$ cat src/rtl/mem_port_arbiter_if.sv
// Bus bundle between the I/D requesters, the arbiter and the
// single-port backing memory.
interface mem_port_arbiter_if #(
    parameter int ADDR_WIDTH = 32,
    parameter int DATA_WIDTH = 32
);
    logic                  i_req;
    logic [ADDR_WIDTH-1:0] i_addr;
    logic [DATA_WIDTH-1:0] i_rdata;
    logic                  i_valid;
    logic                  i_busy;
    logic                  i_err;

    logic                  d_req;
    logic                  d_we;
    logic [ADDR_WIDTH-1:0] d_addr;
    logic [DATA_WIDTH-1:0] d_wdata;
    logic [3:0]            d_wstrb;
    logic [DATA_WIDTH-1:0] d_rdata;
    logic                  d_valid;
    logic                  d_busy;
    logic                  d_err;

    logic                  mem_req;
    logic                  mem_we;
    logic [ADDR_WIDTH-1:0] mem_addr;
    logic [DATA_WIDTH-1:0] mem_wdata;
    logic [3:0]            mem_wstrb;
    logic                  mem_ready;
    logic                  mem_rvalid;
    logic [DATA_WIDTH-1:0] mem_rdata;

    modport slave (
        input  i_req, i_addr,
        output i_rdata, i_valid, i_busy, i_err,
        input  d_req, d_we, d_addr, d_wdata, d_wstrb,
        output d_rdata, d_valid, d_busy, d_err,
        output mem_req, mem_we, mem_addr, mem_wdata, mem_wstrb,
        input  mem_ready, mem_rvalid, mem_rdata
    );

    modport master (
        output i_req, i_addr,
        input  i_rdata, i_valid, i_busy, i_err,
        output d_req, d_we, d_addr, d_wdata, d_wstrb,
        input  d_rdata, d_valid, d_busy, d_err,
        input  mem_req, mem_we, mem_addr, mem_wdata, mem_wstrb,
        output mem_ready, mem_rvalid, mem_rdata
    );
endinterface

$ cat src/rtl/mem_port_arbiter.sv
// Round-robin arbiter sharing one single-port memory between the
// fetch port and the data port, with response timeout.
module mem_port_arbiter #(
    parameter int ADDR_WIDTH = 32,
    parameter int DATA_WIDTH = 32,
    parameter int TIMEOUT    = 64
) (
    input logic           clk,
    input logic           rst,
    mem_port_arbiter_if.slave bus
);
    localparam int CW = $clog2(TIMEOUT) + 1;

    typedef enum logic [1:0] {
        IDLE,
        REQ,
        WAIT,
        RESP
    } state_t;

    state_t                state, state_d;
    logic                  grant, grant_d;
    logic                  last_grant, last_grant_d;
    logic                  cap_we, cap_we_d;
    logic [ADDR_WIDTH-1:0] cap_addr, cap_addr_d;
    logic [DATA_WIDTH-1:0] cap_wdata, cap_wdata_d;
    logic [3:0]            cap_wstrb, cap_wstrb_d;
    logic [DATA_WIDTH-1:0] rdata_q, rdata_d;
    logic                  err_q, err_d;
    logic [CW-1:0]         cnt, cnt_d;

    logic in_req;
    logic in_resp;
    logic i_done;
    logic d_done;

    // State and captured-request registers.
    always_ff @(posedge clk or negedge rst) begin
        if (!rst) begin
            state      <= IDLE;
            grant      <= 1'b0;
            last_grant <= 1'b0;
            cap_we     <= 1'b0;
            cap_addr   <= '0;
            cap_wdata  <= '0;
            cap_wstrb  <= '0;
            rdata_q    <= '0;
            err_q      <= 1'b0;
            cnt        <= '0;
        end else begin
            state      <= state_d;
            grant      <= grant_d;
            last_grant <= last_grant_d;
            cap_we     <= cap_we_d;
            cap_addr   <= cap_addr_d;
            cap_wdata  <= cap_wdata_d;
            cap_wstrb  <= cap_wstrb_d;
            rdata_q    <= rdata_d;
            err_q      <= err_d;
            cnt        <= cnt_d;
        end
    end

    // Next state: grant in IDLE, accept in REQ, response or
    // timeout in WAIT, single-cycle RESP.
    always_comb begin
        state_d      = state;
        grant_d      = grant;
        last_grant_d = last_grant;
        cap_we_d     = cap_we;
        cap_addr_d   = cap_addr;
        cap_wdata_d  = cap_wdata;
        cap_wstrb_d  = cap_wstrb;
        rdata_d      = rdata_q;
        err_d        = err_q;
        cnt_d        = cnt;
        unique case (state)
            IDLE: begin
                if (bus.i_req || bus.d_req) begin
                    // Contention goes to the port not served last.
                    grant_d      = bus.d_req &
                                   (~bus.i_req | ~last_grant);
                    last_grant_d = grant_d;
                    state_d      = REQ;
                    if (grant_d) begin
                        cap_we_d    = bus.d_we;
                        cap_addr_d  = bus.d_addr;
                        cap_wdata_d = bus.d_wdata;
                        cap_wstrb_d = bus.d_wstrb;
                    end else begin
                        cap_we_d    = 1'b0;
                        cap_addr_d  = bus.i_addr;
                        cap_wdata_d = '0;
                        cap_wstrb_d = '0;
                    end
                end
            end
            REQ: begin
                if (bus.mem_ready) begin
                    state_d = WAIT;
                    cnt_d   = '0;
                end
            end
            WAIT: begin
                if (bus.mem_rvalid) begin
                    rdata_d = cap_we ? '0 : bus.mem_rdata;
                    err_d   = 1'b0;
                    state_d = RESP;
                end else if (cnt == CW'(TIMEOUT - 1)) begin
                    rdata_d = '0;
                    err_d   = 1'b1;
                    state_d = RESP;
                end else begin
                    cnt_d = cnt + CW'(1);
                end
            end
            RESP: begin
                state_d = IDLE;
            end
            default: begin
                state_d = IDLE;
            end
        endcase
    end

    assign in_req  = (state == REQ);
    assign in_resp = (state == RESP);
    assign i_done  = in_resp & ~grant;
    assign d_done  = in_resp & grant;

    assign bus.mem_req   = in_req;
    assign bus.mem_we    = in_req & cap_we;
    assign bus.mem_addr  = in_req ? cap_addr : '0;
    assign bus.mem_wdata = in_req ? cap_wdata : '0;
    assign bus.mem_wstrb = in_req ? cap_wstrb : '0;

    assign bus.i_valid = i_done;
    assign bus.i_rdata = i_done ? rdata_q : '0;
    assign bus.i_err   = i_done & err_q;
    assign bus.d_valid = d_done;
    assign bus.d_rdata = d_done ? rdata_q : '0;
    assign bus.d_err   = d_done & err_q;

    // Stall requests drop only in the port's own RESP cycle;
    // held low while in reset.
    assign bus.i_busy = rst & bus.i_req & ~i_done;
    assign bus.d_busy = rst & bus.d_req & ~d_done;
endmodule

$ cat src/flat_wrapper.sv
// flat-port wrapper written by rule: the top's interface ports become plain ports
module mem_port_arbiter_flat 
#(
    parameter int ADDR_WIDTH = 32,
    parameter int DATA_WIDTH = 32,
    parameter int TIMEOUT    = 64
)
  (clk, rst, bus_i_req, bus_i_addr, bus_i_rdata, bus_i_valid, bus_i_busy, bus_i_err, bus_d_req, bus_d_we, bus_d_addr, bus_d_wdata, bus_d_wstrb, bus_d_rdata, bus_d_valid, bus_d_busy, bus_d_err, bus_mem_req, bus_mem_we, bus_mem_addr, bus_mem_wdata, bus_mem_wstrb, bus_mem_ready, bus_mem_rvalid, bus_mem_rdata);
  mem_port_arbiter_if #(.ADDR_WIDTH(ADDR_WIDTH), .DATA_WIDTH(DATA_WIDTH)) bus_i ();
  input logic clk;
  input logic rst;
  input wire logic [$bits(bus_i.i_req)-1:0] bus_i_req;
  input wire logic [$bits(bus_i.i_addr)-1:0] bus_i_addr;
  output wire logic [$bits(bus_i.i_rdata)-1:0] bus_i_rdata;
  output wire logic [$bits(bus_i.i_valid)-1:0] bus_i_valid;
  output wire logic [$bits(bus_i.i_busy)-1:0] bus_i_busy;
  output wire logic [$bits(bus_i.i_err)-1:0] bus_i_err;
  input wire logic [$bits(bus_i.d_req)-1:0] bus_d_req;
  input wire logic [$bits(bus_i.d_we)-1:0] bus_d_we;
  input wire logic [$bits(bus_i.d_addr)-1:0] bus_d_addr;
  input wire logic [$bits(bus_i.d_wdata)-1:0] bus_d_wdata;
  input wire logic [$bits(bus_i.d_wstrb)-1:0] bus_d_wstrb;
  output wire logic [$bits(bus_i.d_rdata)-1:0] bus_d_rdata;
  output wire logic [$bits(bus_i.d_valid)-1:0] bus_d_valid;
  output wire logic [$bits(bus_i.d_busy)-1:0] bus_d_busy;
  output wire logic [$bits(bus_i.d_err)-1:0] bus_d_err;
  output wire logic [$bits(bus_i.mem_req)-1:0] bus_mem_req;
  output wire logic [$bits(bus_i.mem_we)-1:0] bus_mem_we;
  output wire logic [$bits(bus_i.mem_addr)-1:0] bus_mem_addr;
  output wire logic [$bits(bus_i.mem_wdata)-1:0] bus_mem_wdata;
  output wire logic [$bits(bus_i.mem_wstrb)-1:0] bus_mem_wstrb;
  input wire logic [$bits(bus_i.mem_ready)-1:0] bus_mem_ready;
  input wire logic [$bits(bus_i.mem_rvalid)-1:0] bus_mem_rvalid;
  input wire logic [$bits(bus_i.mem_rdata)-1:0] bus_mem_rdata;
  assign bus_i.i_req = bus_i_req;
  assign bus_i.i_addr = bus_i_addr;
  assign bus_i_rdata = bus_i.i_rdata;
  assign bus_i_valid = bus_i.i_valid;
  assign bus_i_busy = bus_i.i_busy;
  assign bus_i_err = bus_i.i_err;
  assign bus_i.d_req = bus_d_req;
  assign bus_i.d_we = bus_d_we;
  assign bus_i.d_addr = bus_d_addr;
  assign bus_i.d_wdata = bus_d_wdata;
  assign bus_i.d_wstrb = bus_d_wstrb;
  assign bus_d_rdata = bus_i.d_rdata;
  assign bus_d_valid = bus_i.d_valid;
  assign bus_d_busy = bus_i.d_busy;
  assign bus_d_err = bus_i.d_err;
  assign bus_mem_req = bus_i.mem_req;
  assign bus_mem_we = bus_i.mem_we;
  assign bus_mem_addr = bus_i.mem_addr;
  assign bus_mem_wdata = bus_i.mem_wdata;
  assign bus_mem_wstrb = bus_i.mem_wstrb;
  assign bus_i.mem_ready = bus_mem_ready;
  assign bus_i.mem_rvalid = bus_mem_rvalid;
  assign bus_i.mem_rdata = bus_mem_rdata;
  mem_port_arbiter #(.ADDR_WIDTH(ADDR_WIDTH), .DATA_WIDTH(DATA_WIDTH), .TIMEOUT(TIMEOUT)) u_core (.clk(clk), .rst(rst), .bus(bus_i));
endmodule
$ cat config.mk
export PLATFORM = sky130hd
export DESIGN_NAME = mem_port_arbiter_flat
export DESIGN_NICKNAME = d
export VERILOG_FILES = /design/src/rtl/mem_port_arbiter_if.sv /design/src/rtl/mem_port_arbiter.sv /design/src/flat_wrapper.sv
export SDC_FILE = /design/constraint.sdc
export NUM_CORES = 1
export LEC_CHECK = 0
export CELL_PAD_IN_SITES_DETAIL_PLACEMENT = 0
export CELL_PAD_IN_SITES_GLOBAL_PLACEMENT = 2
export CORE_ASPECT_RATIO = 1.4
export CORE_MARGIN = 4
export CORE_UTILIZATION = 25
export DETAILED_ROUTE_END_ITERATION = 6
export PLACE_DENSITY = 0.94
export SETUP_SLACK_MARGIN = 0.1
export SLEW_MARGIN = 20
export SYNTH_ARGS = -nofsm -noshare
export SYNTH_HDL_FRONTEND = slang
export SYNTH_SLANG_ARGS = --single-unit
export TNS_END_PERCENT = 10
$ cat constraint.sdc
create_clock -name clk -period 4.33 [get_ports clk]
set_clock_uncertainty 0.05 [all_clocks]
set_input_delay 0.6495 -clock clk [delete_from_list [all_inputs] [get_ports clk]]
set_output_delay 0.6495 -clock clk [all_outputs]
set_load 0.1 [all_outputs]
## Yosys cells after proc, flatten, opt, wreduce, memory -nomap -nowiden

Cells that the tools add are included.

| cells by class | value |
|---|---|
| $add $sub $neg | 1 |
| bitwise logic cells | 15 |
| reductions and logical operators | 8 |
| equal/unequal tests | 9 |
| mux-type cells | 23 |

Operators by type and width:

| cell | number |
|---|---|
| $mux W32 | 9 |
| $mux W7 | 3 |
| $pmux W7 S2 | 1 |
| $and A1 B1 Y1 | 10 |
| $mux W2 | 4 |
| $mux W4 | 2 |
| $pmux W2 S4 | 1 |
| $add A7 B1 Y7 const B | 1 |
| $eq A7 B6 Y1 const B | 1 |
| $ne A2 B2 Y1 const B | 3 |
| $eq A2 B2 Y1 const B | 2 |
| $not A1 Y1 | 4 |
| $reduce_and A2 Y1 | 2 |
| $reduce_and A4 Y1 | 1 |
| $reduce_bool A2 Y1 | 2 |
| $mux W1 | 3 |
| $ne A3 B2 Y1 const B | 1 |
| $reduce_and A3 Y1 | 1 |
| $eq A2 B1 Y1 const B | 1 |
| $logic_not A2 Y1 | 1 |
| $ne A2 B1 Y1 const B | 1 |
| $logic_or A1 B1 Y1 | 1 |
| $or A1 B1 Y1 | 1 |

| word-level totals | value |
|---|---|
| input bits | 139 |
| register bits | 112 |
| word-level logic and storage cells | 65 |
| output and inout port bits | 140 |

## Depth between registers and ports, before layout

Gate-level depths: netlist (run 1).

| logic depth | value |
|---|---|
| depth after elaboration | 4 |
| gate-level depth with buffers | 7 |
| mapped depth without buffers | 6 |

## Worst setup path after synthesis (run 1)

No wires, ideal clock.

| timing path | value |
|---|---|
| kind | flip-flop to output port |
| start point | register u_core.state[0] |
| end point | output port bus_i_busy |
| path slack | 0.744 ns |
| buffers on the path | 1 |
| required time | 3.631 ns |
| stages on the path, launching flop included | 5 |
| arrival time | 2.886 ns |
| path through | dfrtp_1 -> ha_1 -> nor2b_1 -> clkbuf_1 -> nor2_1 |

| between the ends | value |
|---|---|
| word-level cells in the longest chain between the ends | 4 |

RTL lines:

| element | RTL line | RTL |
|---|---|---|
| start, declared | mem_port_arbiter.sv:21 | `state_t state, state_d;` |
| start signal, assigned | mem_port_arbiter.sv:51 | `state <= state_d;` |
| $eq A2 B2 Y1 | mem_port_arbiter.sv:127 | `assign in_resp = (state == RESP);` |
| $and A1 B1 Y1 | mem_port_arbiter.sv:128 | `assign i_done = in_resp & ~grant;` |
| via bus_i_valid | flat_wrapper.sv:15 | `output wire logic [$bits(bus_i.i_valid)-1:0] bus_i_valid;` |
| $not A1 Y1 | mem_port_arbiter.sv:146 | `assign bus.i_busy = rst & bus.i_req & ~i_done;` |
| $and A1 B1 Y1 | mem_port_arbiter.sv:146 |  |
| end, declared | flat_wrapper.sv:16 | `output wire logic [$bits(bus_i.i_busy)-1:0] bus_i_busy;` |

The timed path passes the listed nets, and every way through them passes these cells.

## Final worst setup path (run 1)

| timing path | value |
|---|---|
| start point | register u_core.state[0] |
| end point | output port bus_i_rdata[16] |

| between the ends | value |
|---|---|
| word-level cells in the longest chain between the ends | 3 |

RTL lines:

| element | RTL line | RTL |
|---|---|---|
| $eq A2 B2 Y1 | mem_port_arbiter.sv:127 |  |
| $and A1 B1 Y1 | mem_port_arbiter.sv:128 |  |
| $mux W32 | mem_port_arbiter.sv:138 | `assign bus.i_rdata = i_done ? rdata_q : '0;` |
| end, declared | flat_wrapper.sv:14 | `output wire logic [$bits(bus_i.i_rdata)-1:0] bus_i_rdata;` |

No other way between the ends.

==> flow_metrics.env, run 1 <==
export IMPL_synthDistinctLibCells=38
export IMPL_slew_violations=0
export IMPL_clk_pin_slew_ns=0.08
export IMPL_synth_compound_gate_area_share_pct=16.8
export IMPL_tns_ns=0
export IMPL_detail_route_vias_per_cell=4.47
export IMPL_yosysSeqAreaShare_pct=51.1
export IMPL_place_hpwl_mm=12.8
export IMPL_final_cell_mix="148 x buf_4, 137 x clkdlybuf4s50_1, 112 x dfrtp_1"
export IMPL_required_ns=3.63
export IMPL_postCtsHoldBufs=0
export IMPL_critical_path_class="register to output port"
export IMPL_die_area_sq_mm=0.0244
export IMPL_synthesis_area_sq_mm=0.00549
export IMPL_drive_above_1_share_pct=22.8
export IMPL_synth_mux_area_fraction_pct=6.04
export IMPL_powerDensity_mw_per_mm2=773
export IMPL_antenna_cells=0
export IMPL_port_buffers=278
export IMPL_grt_max_degree=103
export IMPL_cts_setup_buffers=0
export IMPL_finalHoldViolCount=0
export IMPL_grt_pass1_wl_mm=26.8
export IMPL_ctsResizeCount=0
export IMPL_area_delta_synth_final_pct=55.0
export IMPL_netlist_instances=520
export IMPL_antenna_found_initial=1
export IMPL_synth_top_family_by_area="simple AND/OR/NAND/NOR gates"
export IMPL_tightestPinTransition_ns=0.980
export IMPL_period_needed_ns=3.27
export IMPL_rsz0062_at_grt="no"
export IMPL_ys_ff_latch=112
export IMPL_yosys_area_share_simple_pct=21.4
export IMPL_via_count=4778
export IMPL_die_w_microns=133
export IMPL_ant_nets=0
export IMPL_grt_usage_pct=13.8
export IMPL_crit_path_start_kind="register"
export IMPL_status="finished clean"
export IMPL_initial_core_util_pct=25.7
export IMPL_ios=279
export IMPL_wl_mm=17.5
export IMPL_vdd_ir_drop_max_mv=0.384
export IMPL_cts_sinks=112
export IMPL_final_common_cell="buf_4"
export IMPL_rows=63
export IMPL_max_slew_margin_pct=34.7
export IMPL_root_buffer="clkbuf_16"
export IMPL_dr_pass1_iters=4
export IMPL_end_kind="output port"
export IMPL_synth_xor_area_share_pct=0
export IMPL_worstPathArrival_ns=2.57
export IMPL_clock_path_buffers=2
export IMPL_h_tree_depth=3
export IMPL_cts_made_buffers=9
export IMPL_initialDrtViolationCount=206
export IMPL_min_path_type="input pin to async pin"
export IMPL_synth_yosys_warnings=0
export IMPL_drc=0
export IMPL_grt_overflow=0
export IMPL_p_leak_uw=0.00416
export IMPL_max_cap_violations=0
export IMPL_grt_pass1_vias=4764
export IMPL_core_sq_mm=0.0214
export IMPL_synthesis_nets=664
export IMPL_cp_max_fo=35
export IMPL_cts_tree="done"
export IMPL_die_h_microns=183
export IMPL_syn_avg_cell_area_sq_um=10.6
export IMPL_fin_cells=1070
export IMPL_nets=917
export IMPL_max_freq_mhz=306
export IMPL_place_gp_congestion=0.747
export IMPL_dp_cells=1054
export IMPL_setup_violations=0
export IMPL_clock_latency_ns=0.35
export IMPL_post_route_period_util_pct=75.5
export IMPL_wl_per_cell_microns=16.3
export IMPL_synth_fa_ha_area_share_pct=1.14
==> synth_stat cells (all sizes together) <==
cell type | n | area (sq um)
nand2 | 44 | 165
mux2 | 1 | 11.3
buf | 17 | 87.6
nand3b | 1 | 11.3
o311ai | 1 | 8.76
a22o | 69 | 604
nor3b | 1 | 12.5
or4b | 1 | 10.0
a21boi | 1 | 7.51
ha | 5 | 62.6
a21oi | 5 | 25.0
nor2 | 6 | 22.5
inv | 2 | 7.51
o21ai | 35 | 175
and3 | 33 | 206
mux2i | 32 | 320
nor2b | 4 | 32.5
and4 | 1 | 8.76
a21o | 1 | 7.51
a211oi | 1 | 7.51
and2 | 104 | 651
and4b | 1 | 10.0
nand4 | 2 | 12.5
nand3 | 3 | 15.0
o211ai | 3 | 22.5
a221oi | 1 | 15.0
a211o | 2 | 27.5
a41oi | 1 | 8.76
dfrtp | 112 | 2800
o32a | 1 | 10.0
clkbuf | 27 | 103
nand4b | 2 | 17.5
==> stage by stage <==
step | instance area (sq um) | utilization, % | hold slack, ns | setup slack, ns | power [uW]
2_1_floorplan | 5490 | - | 0.304 | 0.744 | 4810
3_3_place_gp | 8200 | 38.4 | 0.405 | 1.47 | 5720
3_5_place_dp | 8210 | 38.4 | 0.413 | 1.42 | 5780
4_1_cts | 8510 | 39.8 | 0.240 | 1.03 | 6680
5_1_grt | 8510 | 39.8 | 0.266 | 0.866 | 6950
6_report | 8510 | 39.8 | 0.222 | 1.06 | 6580
==> kinds of logic after synthesis <==
logic type,Yosys count
adders and majority gates,5
buffers and inverters,46
muxes,33
and+or+nand+nor,203
DFF,112
AOI/OAI and AO/OA,121
==> cell type report <==
class	instances	area, sq um
clock buffer	9	225
multi-input combinational	362	2530
tap	292	365
clock inverter	7	77.6
timing repair buffer	286	2500
fill	2137	12900
sequential	112	2800
inverter	2	7.51
==> worst max-delay path: stages (launching register included) <==
cell and delay, ns:
dfrtp_1 0.44, ha_1 0.58, buf_4 0.28, nor2b_1 0.14, buf_4 0.29, and2_1 0.18
buf_4 0.29
==> sequential cells by signal, indices dropped and copies added, names as in the netlist <==
signal	flops
u_core.grant	1
u_core.cap_wdata	32
u_core.rdata_q	32
u_core.cap_wstrb	4
u_core.cap_addr	32
u_core.state	2
u_core.cnt	7
u_core.cap_we	1
u_core.err_q	1
==> routing by layer <==
metal	up-vias	GRT usage (%)	wire length, microns
met1	2253	16.3	6900
met3	20	3.49	1150
li1	2335	-	-
met4	2	4.28	290
met2	168	24.4	9090
met5	-	0	13
==> where the power goes <==
group	leakage, uW	switching (uW)	internal, uW
clock	0.000152	404	457
combinational	0.00257	2820	1060
sequential	0.00143	322	1520
==> final timing paths <==
kind | from | endpoint | slack, ns | cells past startpoint
max reg2reg | u_core.grant$_DFFE_PN0P_ | u_core.cap_wdata[26]$_DFFE_PN0P_ | 1.90 | 5
min in group clk | u_core.cap_addr[24]$_DFFE_PN0P_ | u_core.cap_addr[24]$_DFFE_PN0P_ | 0.43 | 2
min reg2reg | u_core.cap_addr[24]$_DFFE_PN0P_ | u_core.cap_addr[24]$_DFFE_PN0P_ | 0.43 | 2
max | u_core.state[0]$_DFFE_PN0P_ | bus_i_rdata[16] | 1.06 | 6
max in group asynchronous | rst | u_core.cap_we$_DFFE_PN0P_ | 2.62 | 2
min | rst | u_core.cap_addr[10]$_DFFE_PN0P_ | 0.22 | 1
No activity file was read; power rests on OpenSTA's default activity.
==> inputs of run 2 (changes only) <==
Settings changed: CORE_UTILIZATION 25 to 23, PLACE_DENSITY 0.94 to 0.88.
Clock period 4.33 ns to 3.14 ns, I/O delays scaled along.
==> run 2 against run 1 <==
Worst hold slack better by 0.20 ns. First-iteration DRC count down 9.7%. Count of clock-buffer cells in the layout up 2. Core utilization up 2.5 points. Clock power up 41%. Combinational power up 64%. Cell area up 16%. Global-route usage up 0.97 points. Critical endpoint unchanged. Largest cell class is now buffers. Largest power group unchanged.
==> flow_metrics.env, run 2 (synthesis gave the netlist of run 1 again) <==
export IMPL_status="finished clean"
export IMPL_reg_top3="u_core.cap_addr x32, u_core.cap_wdata x32, u_core.rdata_q x32"
export IMPL_critical_path_max_stage_delay_ns=0.41
export IMPL_hold_depth=2
export IMPL_postCtsHoldBufs=1
export IMPL_r2r_setup_slack_ns=0.97
export IMPL_regToRegStartpoint="u_core.state[1]$_DFFE_PN0P_"
export IMPL_drc=0
export IMPL_end_kind="output port"
export IMPL_grt_pass1_wl_mm=30.6
export IMPL_wl_per_cell_microns=18.2
export IMPL_period_needed_ns=2.70
export IMPL_vdd_ir_drop_max_mv=0.504
export IMPL_tns_ns=0
export IMPL_finalHoldViolCount=0
export IMPL_ios=279
export IMPL_fill_cells=2225
export IMPL_via_count=4913
export IMPL_critical_path_class="register to output port"
export IMPL_wl_mm=19.8
export IMPL_setup_violations=0
export IMPL_reg2reg_depth=6
export IMPL_ctsResizeCount=0
export IMPL_rsz0062_at_grt="no"
export IMPL_worstPathArrival_ns=2.18
export IMPL_core_sq_mm=0.0234
export IMPL_place_hpwl_mm=14.8
export IMPL_min_path_type="register to register"
export IMPL_grt_overflow=0
export IMPL_crit_path_start_kind="register"
export IMPL_h_tree_depth=3
export IMPL_cts_made_buffers=9
export IMPL_rows=66
export IMPL_area_delta_synth_final_pct=80.3
export IMPL_dr_pass1_iters=4
export IMPL_die_w_microns=139
export IMPL_p_leak_uw=0.00449
export IMPL_crit_top_cell="buf_4"
export IMPL_max_freq_mhz=370
export IMPL_initial_core_util_pct=23.5
export IMPL_crit_path_cell_trace="ha_1, buf_4, nor2b_2, buf_4, and2_1, buf_12"
export IMPL_grt_max_degree=71
export IMPL_crit_slowest_cell="dfrtp_1"
export IMPL_max_slew_margin_pct=35.8
export IMPL_antenna_cells=0
export IMPL_hold_path_end="u_core.cap_addr[28]$_DFFE_PN0P_"
export IMPL_post_route_period_util_pct=86.1
export IMPL_r2r_end="u_core.cnt[2]$_DFFE_PN0P_"
export IMPL_clock_path_buffers=2
export IMPL_cts_sinks=112
export IMPL_final_common_cell="clkdlybuf4s50_1"
export IMPL_root_buffer="clkbuf_16"
export IMPL_place_gp_congestion=0.800
export IMPL_final_cell_mix="137 x clkdlybuf4s50_1, 112 x dfrtp_1, 107 x buf_12"
export IMPL_ant_nets=0
export IMPL_nets=923
export IMPL_die_h_microns=191
export IMPL_tightestPinTransition_ns=0.963
export IMPL_slew_violations=0
export IMPL_grt_usage_pct=14.7
export IMPL_clock_latency_ns=0.35
export IMPL_clk_pin_slew_ns=0.07
export IMPL_powerDensity_mw_per_mm2=1020
export IMPL_max_cap_violations=0
export IMPL_seq_area_sq_mm=0.00280
export IMPL_hp_start="u_core.cap_addr[28]$_DFFE_PN0P_"
export IMPL_port_buffers=278
export IMPL_die_area_sq_mm=0.0264
export IMPL_drive_above_1_share_pct=23.3
export IMPL_power_uw=10100
export IMPL_cts_tree="done"
export IMPL_cp_max_fo=35
export IMPL_antenna_found_initial=1
export IMPL_cts_setup_buffers=0
export IMPL_grt_pass1_vias=5148
export IMPL_multi_input_area_sq_mm=0.00252
export IMPL_detail_route_vias_per_cell=4.51
export IMPL_required_ns=2.62
export IMPL_initialDrtViolationCount=186
==> run 2: where the power goes <==
| group | internal, uW | leakage (uW) | switching [uW] |
|---|---|---|---|
| Clock | 650 | 0.000151 | 559 |
| Sequential | 2090 | 0.00143 | 453 |
| Combinational | 2260 | 0.00291 | 4120 |
| Total | 5000 | 0.00449 | 5130 |
==> run 2: worst max-delay path: cells and delay by family (launching register included) <==
kind          cells  cell delay [ns]
simple gates      2             0.44
buf+inv           3             0.79
fa+ha+maj         1             0.17
flops             1             0.41
==> run 2: layout make-up <==
| class | count | area share (%) |
|---|---|---|
| clock inverter | 5 | 0.619 |
| inverter | 2 | 0.0758 |
| tap | 306 | 3.87 |
| clock buffer | 11 | 2.45 |
| multi-input combinational | 362 | 25.5 |
| sequential | 112 | 28.3 |
| timing repair buffer | 292 | 39.2 |
==> run 2: metrics by stage <==
stage / cell area, sq um / util [%] / hold WS (ns) / instances / worst slack, ns
3_5_place_dp: 9580 / 41.0 / 0.226 / 1073 / 0.704
4_1_cts: 9900 / 42.4 / 0.423 / 1090 / 0.428
3_3_place_gp: 9580 / 41.0 / 0.229 / 1073 / 0.711
6_report: 9900 / 42.4 / 0.425 / 1090 / 0.436
2_1_floorplan: 5490 / - / 0.125 / 520 / 0.00269
5_1_grt: 9900 / 42.4 / 0.425 / 1090 / 0.322
==> run 2: how the worst max path moves through the flow <==
stage                                            from                               to  slack (ns)  cells after the start
after global placement                      bus_i_req  u_core.cap_addr[20]$_DFFE_PN0P_        0.71                      5
after floorplan           u_core.state[1]$_DFFE_PN0P_                 bus_mem_addr[19]       0.003                      5
final                     u_core.state[0]$_DFFE_PN0P_                  bus_i_rdata[16]        0.44                      6
after global routing      u_core.state[0]$_DFFE_PN0P_                  bus_i_rdata[16]        0.32                      6
after detailed placement                    bus_i_req  u_core.cap_addr[20]$_DFFE_PN0P_        0.70                      5
after CTS                 u_core.state[0]$_DFFE_PN0P_                  bus_i_rdata[16]        0.43                      6
==> run 2: per-layer routing <==
metal	vias up	track usage (%)	share of wire, %
met5	-	0	0.040
met4	2	6.20	3.1
met3	31	2.89	4.4
met2	140	26.8	54
met1	2394	16.8	38
li1	2346	-	-
